## config.mk

```make
export PLATFORM = sky130hd
export DESIGN_NAME = data_bus_arbiter
export DESIGN_NICKNAME = d
export VERILOG_FILES = /design/src/rtl/data_bus_arbiter.sv
export SDC_FILE = /design/constraint.sdc
export NUM_CORES = 1
export LEC_CHECK = 0
export ABC_CLOCK_PERIOD_IN_PS = 4500
export CORE_AREA = 4 4 114 116
export CTS_CLUSTER_DIAMETER = 40
export DETAILED_ROUTE_END_ITERATION = 8
export DIE_AREA = 0 0 118 120
export GPL_ROUTABILITY_DRIVEN = 0
export GPL_TIMING_DRIVEN = 0
export HOLD_SLACK_MARGIN = 0.12
export SETUP_SLACK_MARGIN = 0.2
export SKIP_CTS_REPAIR_TIMING = 1
export SYNTH_ARGS = -nofsm -noshare
export SYNTH_HDL_FRONTEND = slang
export SYNTH_SLANG_ARGS = --single-unit
```

## constraint.sdc

```tcl
create_clock -name clk_i -period 4.5 [get_ports clk_i]
set_clock_uncertainty 0.05 [all_clocks]
set_input_delay 0.9 -clock clk_i [delete_from_list [all_inputs] [get_ports clk_i]]
set_output_delay 0.9 -clock clk_i [all_outputs]
set_load 0.03 [all_outputs]
```

## src/rtl/data_bus_arbiter.sv

```systemverilog
// Two-master data-memory arbiter (fetch = m0, LSU = m1) with in-order response routing.
// Define ARB_ROUND_ROBIN_EN for round-robin selection; otherwise m1 has fixed priority over m0.
module data_bus_arbiter #(
    parameter int DATA_WIDTH      = 32,
    parameter int MAX_OUTSTANDING = 2
) (
    input  logic                  clk_i,
    input  logic                  rst_ni,

    input  logic                  m0_req_i,
    output logic                  m0_gnt_o,
    output logic                  m0_rvalid_o,
    input  logic [DATA_WIDTH-1:0] m0_addr_i,
    input  logic                  m0_we_i,
    input  logic [DATA_WIDTH-1:0] m0_wdata_i,
    output logic [DATA_WIDTH-1:0] m0_rdata_o,

    input  logic                  m1_req_i,
    output logic                  m1_gnt_o,
    output logic                  m1_rvalid_o,
    input  logic [DATA_WIDTH-1:0] m1_addr_i,
    input  logic                  m1_we_i,
    input  logic [DATA_WIDTH-1:0] m1_wdata_i,
    output logic [DATA_WIDTH-1:0] m1_rdata_o,

    output logic                  data_req_o,
    input  logic                  data_gnt_i,
    input  logic                  data_rvalid_i,
    output logic [DATA_WIDTH-1:0] data_addr_o,
    output logic                  data_we_o,
    output logic [DATA_WIDTH-1:0] data_wdata_o,
    input  logic [DATA_WIDTH-1:0] data_rdata_i,

    output logic                  err_o
);

    localparam int CNT_W = $clog2(MAX_OUTSTANDING) + 1;
    localparam int PTR_W = (MAX_OUTSTANDING > 1) ? $clog2(MAX_OUTSTANDING) : 1;
    localparam logic [CNT_W-1:0] CNT_MAX  = CNT_W'(MAX_OUTSTANDING);
    localparam logic [PTR_W-1:0] PTR_LAST = PTR_W'(MAX_OUTSTANDING - 1);

    logic [CNT_W-1:0]           count_q, count_d;
    logic [PTR_W-1:0]           wr_ptr_q, wr_ptr_d;
    logic [PTR_W-1:0]           rd_ptr_q, rd_ptr_d;
    logic [MAX_OUTSTANDING-1:0] fifo_q, fifo_d;
    logic                       lock_q, lock_d;
    logic                       lock_sel_q, lock_sel_d;
    logic                       err_q, err_d;
`ifdef ARB_ROUND_ROBIN_EN
    logic                       last_q, last_d;
`endif

    logic full;
    logic empty;
    logic sel;
    logic accept;
    logic pop;
    logic head;

    function automatic logic [PTR_W-1:0] ptr_inc(input logic [PTR_W-1:0] p);
        return (p == PTR_LAST) ? '0 : p + 1'b1;
    endfunction

    assign full  = (count_q == CNT_MAX);
    assign empty = (count_q == '0);

    // A pending (locked) selection always wins so the downstream address phase stays stable.
    always_comb begin
        if (lock_q) begin
            sel = lock_sel_q;
        end
`ifdef ARB_ROUND_ROBIN_EN
        else if (m0_req_i && m1_req_i) begin
            sel = ~last_q;
        end
`endif
        else begin
            sel = m1_req_i;
        end
    end

    assign data_req_o   = rst_ni & (m0_req_i | m1_req_i) & ~full;
    assign data_addr_o  = rst_ni ? (sel ? m1_addr_i  : m0_addr_i)  : '0;
    assign data_we_o    = rst_ni & (sel ? m1_we_i : m0_we_i);
    assign data_wdata_o = rst_ni ? (sel ? m1_wdata_i : m0_wdata_i) : '0;

    assign accept   = data_req_o & data_gnt_i;
    assign m0_gnt_o = accept & ~sel;
    assign m1_gnt_o = accept &  sel;

    assign head        = fifo_q[rd_ptr_q];
    assign pop         = data_rvalid_i & ~empty;
    assign m0_rvalid_o = pop & ~head;
    assign m1_rvalid_o = pop &  head;

    assign m0_rdata_o = data_rdata_i;
    assign m1_rdata_o = data_rdata_i;
    assign err_o      = err_q;

    always_comb begin
        count_d  = count_q;
        wr_ptr_d = wr_ptr_q;
        rd_ptr_d = rd_ptr_q;
        fifo_d   = fifo_q;
        case ({accept, pop})
            2'b10:   count_d = count_q + 1'b1;
            2'b01:   count_d = count_q - 1'b1;
            default: count_d = count_q;
        endcase
        if (accept) begin
            fifo_d[wr_ptr_q] = sel;
            wr_ptr_d         = ptr_inc(wr_ptr_q);
        end
        if (pop) begin
            rd_ptr_d = ptr_inc(rd_ptr_q);
        end
    end

    // Lock is armed by a refused request and released by the grant that completes it.
    always_comb begin
        lock_d     = lock_q;
        lock_sel_d = lock_sel_q;
        if (data_req_o) begin
            lock_d     = ~data_gnt_i;
            lock_sel_d = sel;
        end
    end

    assign err_d = err_q | (data_rvalid_i & empty);

`ifdef ARB_ROUND_ROBIN_EN
    assign last_d = accept ? sel : last_q;
`endif

    always_ff @(posedge clk_i or negedge rst_ni) begin
        if (!rst_ni) begin
            count_q    <= '0;
            wr_ptr_q   <= '0;
            rd_ptr_q   <= '0;
            fifo_q     <= '0;
            lock_q     <= 1'b0;
            lock_sel_q <= 1'b0;
            err_q      <= 1'b0;
        end else begin
            count_q    <= count_d;
            wr_ptr_q   <= wr_ptr_d;
            rd_ptr_q   <= rd_ptr_d;
            fifo_q     <= fifo_d;
            lock_q     <= lock_d;
            lock_sel_q <= lock_sel_d;
            err_q      <= err_d;
        end
    end

`ifdef ARB_ROUND_ROBIN_EN
    always_ff @(posedge clk_i or negedge rst_ni) begin
        if (!rst_ni) begin
            last_q <= 1'b0;
        end else begin
            last_q <= last_d;
        end
    end
`endif

endmodule

```

==> impl_metrics.toml <==
[synthesis]
synthesis.nets = 490
netlist_instances = 321
syn_area_mm2 = 0.002021
synth_xor_area_share_pct = 2.167
yosysSeqAreaShare_pct = 11.15
synth_mux_area_share_pct = 2.848
synth_compound_area_share_pct = 26.25
synthAdderAreaFrac_pct = 0.6192
synth_top_family_by_area = "buffers and inverters"
synth-seq-cells = 9
avgSynthCellArea_um2 = 6.295
synth_cell_types = 25
synth_simple_gate_area_share_pct = 27.31
ys_warn_count = 0

[grt]
grt_pass1_vias = 3030
grt_pass1_wl_um = 16420
grtUsageTotal_pct = 13.93
grt_max_degree = 14
grt_antenna_before_repair = 0
grt-ovfl-total = 0

[detailed_routing]
wl_met2_um = 5942
drt_iter0_markers = 100
drc = 0
ant_nets = 0
first_pass_iters = 4
wl_per_cell_um = 14.49
top_layer = "met4"
wirelength_met1_um = 3842
totalWireLength_um = 10750
routed-wl-met3_um = 797
vias_per_cell = 4.067
via_count = 3018

[floorplan]
rows = 40
core-area_mm2 = 0.01191
ios = 303
die_width_um = 118
initial_core_util_pct = 16.96
die_h_um = 120
die_area_mm2 = 0.01416

[run]
maxCapViolCount = 0

[layout]
layout.area.seq_um2 = 225.2
fin_util_pct = 41.90
area_delta_synth_final_pct = 147.0
multi_input_area_mm2 = 0.001196
num_antenna_cells = 0
drive_gt1_share_pct = 13.95
fillers = 1244
finalNetCount = 765

[power]
peakVddDrop_uv = 243.8
cellLeakagePower_nw = 2.101
power_per_cell_area_mw_per_mm2 = 366.1
power.total_mw = 1.827

[clock_tree]
clock-sinks = 9
cts_root_buf = "clkbuf_16"
cts_buffer_depth = 2
cts_buffers = 3
cts.clk_slew.worst_paths_ns = 0.04
cts_tree = "yes"
htreeDepth = 1
clkLatencyLatePin_ns = 0.23

[sta]
tightest_slew_ns = 0.5358
rsz0062_at_grt = "false"
finalSetupTns_ns = 0
timing.final.crit_share_pct = 90.99
slew_viol_final = 0
relSlewSlack_pct = 64.22
finalHoldViolations = 0
layout_setup_ws_ns = 0.4055
setup_violations = 0
period_needed_ns = 4.094
max_freq_ghz = 0.2442

[run_status]
status = "completed"

[min_path]
hp-class = "reg2reg"

[placed_design]
dp.final_hpwl_um = 9428
place_ws_ns = -0.1031
port_buffers = 270

[worst_setup_path]
worst_ep_arrival_time_ns = 3.14
critPathKind = "in2out"
endpoint_kind = "output pin"
path_max_fanout = 10
ff2ff_setup_slack_ns = 2.78
setup.worst_path.start_class = "primary input"
cp.required_ns = 3.55
[critical path: stages]
cell and delay [ns]:
clkdlybuf4s50_1 0.48, mux2i_1 0.32, buf_2 0.30, buf_4 0.21, nand2_1 0.07, a21boi_1 0.16
clkdlybuf4s50_1 0.70
[flip-flops by register name, indices dropped and copies added, names as in the netlist]
| register | count |
|---|---|
| count_q | 2 |
| fifo_q | 2 |
| err_o | 1 |
| lock_q | 1 |
| lock_sel_q | 1 |
| rd_ptr_q | 1 |
| wr_ptr_q | 1 |
[layer usage]
layer | vias up | global-route usage (%)
met5 | - | 0
met4 | 0 | 3.077
met3 | 14 | 3.487
met2 | 147 | 27.34
met1 | 1347 | 14.92
li1 | 1510 | -
[stage by stage]
stage	hold slack [ns]	instances	area (µm²)
6_report	0.4025	742	4991
5_1_grt	0.4426	742	4991
4_1_cts	0.4087	742	4986
3_3_place_gp	0.3952	738	4907
2_1_floorplan	0.4094	321	2021
3_5_place_dp	0.3973	738	4907
[final timing paths]
path                            startpoint               to  depth (start not counted)
worst max-delay path              m1_req_i  data_addr_o[20]                          7
worst max register to register  count_q[0]       count_q[1]                          5
worst min-delay path                 err_o            err_o                          1
worst min register to register       err_o            err_o                          1
min in group asynchronous           rst_ni        fifo_q[1]                          1
max in group asynchronous           rst_ni       lock_sel_q                          1
[synth_stat cells]
library cell / count / area, µm²
buf_6: 2 / 22.52
nor3_1: 1 / 5.000
nand4b_1: 1 / 8.760
a21o_1: 1 / 7.510
ha_1: 1 / 12.51
buf_2: 5 / 25.02
nand2b_1: 1 / 6.260
nor2_1: 6 / 22.52
o21ai_0: 2 / 10.01
buf_4: 68 / 510.5
nand3_1: 1 / 5.000
mux2i_1: 2 / 20.02
nand2_1: 131 / 491.7
a21boi_0: 34 / 255.2
mux2_4: 1 / 15.01
o21a_1: 2 / 15.01
xnor2_1: 4 / 35.03
a21boi_1: 31 / 232.7
a21oi_1: 2 / 10.01
dfrtp_1: 9 / 225.2
inv_1: 1 / 3.750
xor2_1: 1 / 8.760
nor2b_1: 2 / 12.51
clkbuf_1: 10 / 37.54
mux2_2: 2 / 22.52
[cells in the final DEF, fill, tap and decap left out, types with 4 or more instances in the layout]
master,instances
buf_4,68
nor2_1,6
dfrtp_1,9
a21boi_1,31
buf_2,5
nand2_1,131
clkbuf_1,9
a21boi_0,34
xnor2_1,4
clkdlybuf4s50_1,269
[cells by family after synthesis]
family / count (synthesis)
AOI/OAI and AO/OA: 72
xor gates and xnor gates: 5
adders and majority gates: 1
buffers and inverters: 86
DFF: 9
muxes: 5
and+or+nand+nor: 143
[layout make-up]
cell class / count / share of cell area (%)
Timing Repair Buffer: 270 / 54.20
Multi-Input combinational cell: 226 / 23.97
Buffer: 85 / 11.98
Sequential cell: 9 / 4.512
Tap cell: 147 / 3.685
Clock buffer: 4 / 1.579
Inverter: 1 / 0.07521
[where the power goes]
| part | internal [mW] | total, mW | switching (mW) |
|---|---|---|---|
| registers | 0.119 | 0.155 | 0.0360 |
| clock network | 0.118 | 0.156 | 0.0379 |
| logic | 0.669 | 1.52 | 0.847 |
| total | 0.906 | 1.83 | 0.921 |
No activity file was read; power rests on OpenSTA's default activity.
